File: src/rtl/calc_pkg.sv
// Shared calculator datapath definitions: multiplier FSM states, default
// operand width and the 8-bit signed result limits.
package calc_pkg;

    localparam int unsigned CALC_W = 8;
    localparam int CALC_SMAX = 127;
    localparam int CALC_SMIN = -128;

    typedef enum logic [2:0] {
        IDLE,
        LOAD,
        RUN,
        FIX,
        DONE
    } state_t;

endpackage

File: src/rtl/mul_seq_8bits_neg_w.sv
// Ripple-carry two's-complement negate (invert plus one) built from
// full_adder cells; purely combinational.
module full_adder (
    input  logic a,
    input  logic b,
    input  logic cin,
    output logic sum,
    output logic cout
);
    assign sum  = a ^ b ^ cin;
    assign cout = (a & b) | (a & cin) | (b & cin);
endmodule

module neg_w #(
    parameter int unsigned N = 8
) (
    input  logic [N-1:0] a,
    output logic [N-1:0] y
);
    logic [N-1:0] c;

    assign c[0] = 1'b1;

    genvar i;
    for (i = 0; i < N - 1; i++) begin : g_fa
        full_adder u_fa (
            .a    (~a[i]),
            .b    (1'b0),
            .cin  (c[i]),
            .sum  (y[i]),
            .cout (c[i+1])
        );
    end

    // Carry out of the top bit is discarded, so the MSB needs only the sum term.
    assign y[N-1] = ~a[N-1] ^ c[N-1];
endmodule

File: src/rtl/mul_seq_8bits.sv
// Sequential signed WxW shift-add multiplier with start/busy/done handshake.
// Define MUL_EARLY_TERM_EN to leave RUN once the multiplier magnitude is exhausted.
module mul_seq_8bits
    import calc_pkg::*;
#(
    parameter int unsigned W          = CALC_W,
    parameter int unsigned ITER_CNT_W = 4
) (
    input  logic           clk,
    input  logic           rst_n,
    input  logic           start,
    input  logic [W-1:0]   op_a,
    input  logic [W-1:0]   op_b,
    output logic           busy,
    output logic           done,
    output logic [2*W-1:0] product,
    output logic           ovf
);
    localparam logic [ITER_CNT_W-1:0] LAST_ITER = ITER_CNT_W'(W - 1);
    localparam logic signed [2*W-1:0] P_MAX = (2*W)'(CALC_SMAX);
    localparam logic signed [2*W-1:0] P_MIN = (2*W)'(CALC_SMIN);

    state_t                state;
    logic [W-1:0]          mcand;
    logic [W-1:0]          mplier;
    logic [2*W-1:0]        acc;
    logic [ITER_CNT_W-1:0] cnt;
    logic                  sign;

    logic [W-1:0]          mcand_neg;
    logic [W-1:0]          mplier_neg;
    logic [W:0]            add_sum;
    logic [2*W-1:0]        acc_next;
    logic [2*W-1:0]        acc_fix;
    logic [2*W-1:0]        acc_neg;
    logic signed [2*W-1:0] prod_next;
    logic                  ovf_next;

    neg_w #(.N(W))   u_neg_a   (.a(mcand),   .y(mcand_neg));
    neg_w #(.N(W))   u_neg_b   (.a(mplier),  .y(mplier_neg));
    neg_w #(.N(2*W)) u_neg_acc (.a(acc_fix), .y(acc_neg));

    assign add_sum  = {1'b0, acc[2*W-1:W]} + (mplier[0] ? {1'b0, mcand} : '0);
    assign acc_next = {add_sum, acc[W-1:1]};

`ifdef MUL_EARLY_TERM_EN
    // cnt holds the shifts already applied; finish the skipped ones here.
    assign acc_fix = acc >> (ITER_CNT_W'(W) - cnt);
`else
    assign acc_fix = acc;
`endif

    assign prod_next = sign ? acc_neg : acc_fix;
    assign ovf_next  = (prod_next > P_MAX) || (prod_next < P_MIN);

    always_ff @(posedge clk or negedge rst_n) begin
        if (!rst_n) begin
            state   <= IDLE;
            busy    <= 1'b0;
            done    <= 1'b0;
            product <= '0;
            ovf     <= 1'b0;
            mcand   <= '0;
            mplier  <= '0;
            acc     <= '0;
            cnt     <= '0;
            sign    <= 1'b0;
        end else begin
            done <= 1'b0;
            case (state)
                IDLE: begin
                    if (start) begin
                        mcand  <= op_a;
                        mplier <= op_b;
                        sign   <= op_a[W-1] ^ op_b[W-1];
                        busy   <= 1'b1;
                        state  <= LOAD;
                    end
                end
                LOAD: begin
                    mcand  <= mcand[W-1]  ? mcand_neg  : mcand;
                    mplier <= mplier[W-1] ? mplier_neg : mplier;
                    acc    <= '0;
                    cnt    <= '0;
                    state  <= RUN;
                end
                RUN: begin
                    acc    <= acc_next;
                    mplier <= mplier >> 1;
                    cnt    <= cnt + 1'b1;
`ifdef MUL_EARLY_TERM_EN
                    if (cnt == LAST_ITER || mplier[W-1:1] == '0)
                        state <= FIX;
`else
                    if (cnt == LAST_ITER)
                        state <= FIX;
`endif
                end
                FIX: begin
                    product <= prod_next;
                    ovf     <= ovf_next;
                    busy    <= 1'b0;
                    done    <= 1'b1;
                    state   <= DONE;
                end
                DONE: begin
                    state <= IDLE;
                end
                default: begin
                    state <= IDLE;
                end
            endcase
        end
    end
endmodule

File: config.mk
export PLATFORM = sky130hd
export DESIGN_NAME = mul_seq_8bits
export DESIGN_NICKNAME = d
export VERILOG_FILES = /design/src/rtl/calc_pkg.sv /design/src/rtl/mul_seq_8bits_neg_w.sv /design/src/rtl/mul_seq_8bits.sv
export SDC_FILE = /design/constraint.sdc
export NUM_CORES = 1
export LEC_CHECK = 0
export ABC_AREA = 0
export CAP_MARGIN = 20
export CORE_MARGIN = 10
export CORE_UTILIZATION = 50
export CTS_CLUSTER_DIAMETER = 120
export CTS_CLUSTER_SIZE = 20
export DETAILED_ROUTE_END_ITERATION = 8
export PLACE_DENSITY = 0.72
export RECOVER_POWER = 25
export SYNTH_ARGS = -nofsm -noshare
export SYNTH_HDL_FRONTEND = slang
export SYNTH_SLANG_ARGS = --single-unit
File: constraint.sdc
create_clock -name clk -period 5.05 [get_ports clk]
set_clock_uncertainty 0.2 [all_clocks]
set_input_delay 1.01 -clock clk [delete_from_list [all_inputs] [get_ports clk]]
set_output_delay 1.01 -clock clk [all_outputs]
set_load 0.05 [all_outputs]
==> run_results.csv <==
group,metric,value,unit
clock_tree,cts.clk_slew.worst_paths,0.07,ns
final_layout,num_antenna_cells,0,
logic_synthesis,ys_async_sr_fraction,100.0,%
outcome,violations,"capacitance limit, slew limit",
clock_tree,cts.sinks,59,
critical_path,cp-start-kind,"register",
detailed_routing,via_per_inst,5.535,
clock_tree,cts-htree-levels,3,
floorplanning,row_count,29,
pwr,power_density,763.8,mW/mm^2
clock_tree,numCtsBuffers,9,
logic_synthesis,ys_seq_area_share,43.82,%
final_layout,layout_common_cells,"59 x dfrtp_1, 46 x nand2_1, 36 x clkdlybuf4s50_1",
logic_synthesis,ys_warn_count,0,
final_layout,nets,444,
logic_synthesis,synth-seq-cells,59,
pwr,vdd_ir_drop_max,0.3083,mV
global_route,grt_pass1_vias,2594,
detailed_routing,drc,0,
placement,numPortBuffers,37,
timing,setup_ws,0.7745,ns
logic_synthesis,syn_inst,355,
clock_tree,tritoncts,"done",
timing,hold_violations,0,
critical_path,crit_type,"register to register",
critical_path,worstPathRequired,5.08,ns
final_layout,layout-drive-gt1-share,5.584,%
timing,min_period,4.275,ns
global_route,antenna_found_initial,0,
logic_synthesis,synth_fp_nets,410,
final_layout,fin_util,61.60,%
worst_hold_path,hp-class,"register to register",
floorplanning,die_h,102.1,um
detailed_routing,via_count,2607,
timing,slew_violations,60,
logic_synthesis,synth_area_leaders,"dfrtp_1 44%, ha_1 13%, nand2_1 5.1%",
timing,finalSetupViolations,0,
timing,fin_crit_sh,84.66,%
timing,fin_setup_tns,0,ns
logic_synthesis,synthesis.area,0.003369,mm^2
timing,tightest_slew,3.151,ns
floorplanning,core-area,0.006459,mm^2
detailed_routing,drt_iter0_drc,152,
placement,place_area,0.003769,mm^2
clock_tree,clk_latency,0.34,ns
final_layout,syn2layout_area_growth,18.08,%
floorplanning,die_w,102.1,um
placement,dp_slack,0.8392,ns
timing,fmax,233.9,MHz
detailed_routing,wl_per_cell,15.45,um
clock_tree,cts_root_buffer,"clkbuf_8",
final_layout,fin_area,0.003979,mm^2
critical_path,critPathMaxFanout,3,
clock_tree,postCtsHoldBufs,0,
logic_synthesis,synth_top_area_share,43.82,%
timing,slew_headroom,-110.1,%
pwr,finalPower,3.039,mW
logic_synthesis,postSynthAreaPerCell,9.491,um^2
placement,dp_hpwl,5185,um
clock_tree,cts_resized,0,
run,drv_cap,1,
final_layout,n_fill_cell,550,
detailed_routing,drt_wl_total,7275,um
global_route,grt_start_max_net_pins,60,
global_route,gr-total-overflow,0,
clock_tree,post_cts_buffers,0,
outcome,status,"finished, violations left",
floorplanning,io-pin-count,38,
final_layout,layout_commonest_cell,"dfrtp_1",
detailed_routing,drt_pass1_iterations,4,
global_route,groute.usage.overall,14.73,%
logic_synthesis,synth-edff-count,0,
placement,place_inst,455,
floorplanning,die-area,0.01042,mm^2
logic_synthesis,synth_top_cell_by_area,"dfrtp_1",
critical_path,cp-end-kind,"register",
placement,place_congestion,0.8990,
final_layout,fin_cells,471,
floorplanning,initial_core_util,52.17,%
clock_tree,clockBufferDepth,2,
logic_synthesis,ys_types,50,
detailed_routing,ant_nets,0,
pwr,leakagePower,1.875,nW
logic_synthesis,synthFlopType,"dfrtp_1",
global_route,grt_pass1_wl,12360,um
timing,hold_slack,0.2760,ns
critical_path,critical_path_arrival,4.30,ns
timing,rsz0062_at_grt,"no",
## logic make-up (layout without fill, tap and decap cells)
logic type / count (synthesis) / after routing / synth area share (%)
simple gates: 104 / 104 / 14.67
fa+ha+maj: 36 / 36 / 13.59
xor+xnor: 5 / 5 / 1.300
compound gates: 90 / 90 / 16.90
buf+inv: 48 / 87 / 5.867
flops: 59 / 59 / 43.82
mux: 13 / 13 / 3.862
## synth_stat cells (all sizes together) (2+ instances only)
library cell  instances
a211oi                2
dfrtp                59
a21oi                10
a21o                  4
mux2i                13
nand2b                2
nor3                  9
and2                  2
xnor2                 3
o22ai                14
a32oi                11
o21ai                32
nand2                46
inv                  31
nand3                 4
a221oi                2
buf                   7
a31oi                 5
or2                   2
nor2                 23
nand4                 3
xor2                  2
clkbuf                9
o21bai                2
and3                  2
o21a                  2
nor2b                 5
ha                   35
## power breakdown
group	internal (mW)	switching, mW
Combinational	0.687	1.03
Clock	0.269	0.190
Sequential	0.676	0.189
## critical path, stage by stage, from the launching register on
cell and delay [ns]:
dfrtp_1 0.34, inv_1 0.07, ha_1 0.21, ha_1 0.18, ha_1 0.18, ha_1 0.19
ha_1 0.19, ha_1 0.19, ha_1 0.19, ha_1 0.18, ha_1 0.18, ha_1 0.18
ha_1 0.18, ha_1 0.19, ha_1 0.19, ha_1 0.31, and3_1 0.15, nand3_1 0.08
a221oi_1 0.30, a311oi_1 0.08, a21o_1 0.20
## routing by layer
metal  up-vias  routed length, um  global-route usage, %
met4         0                 98                  5.748
met5         -                  0                      0
met2        57               3409                  23.60
met1      1212               3392                  18.82
met3        12                375                  3.509
li1       1326                  -                      -
## registers in the layout, indices dropped and copies added (netlist names)
register / flops
mplier: 8
sign: 1
product: 16
done: 1
acc: 16
mcand: 8
state: 3
busy: 1
ovf: 1
cnt: 4
## cell type report
class | count | area, um^2 | share of cell area, %
clock buffer | 13 | 168.9 | 4.245
multi-input combinational | 248 | 1695 | 42.61
inverter | 32 | 120.1 | 3.019
tap | 77 | 96.34 | 2.421
sequential | 59 | 1476 | 37.11
timing repair buffer | 39 | 376.6 | 9.465
clock inverter | 3 | 45.04 | 1.132
## worst paths after layout
check                      cells past startpoint       end      from  slack [ns]
max in group asynchronous                      2  mcand[5]     rst_n        1.26
max reg2reg                                   20       ovf    acc[1]        0.77
min                                            2  mcand[2]  mcand[2]        0.28
min reg2reg                                    2  mcand[2]  mcand[2]        0.28
max                                           20       ovf    acc[1]        0.77
min in group asynchronous                      2    acc[8]     rst_n        1.61
Power figures use the tool's default switching activity.
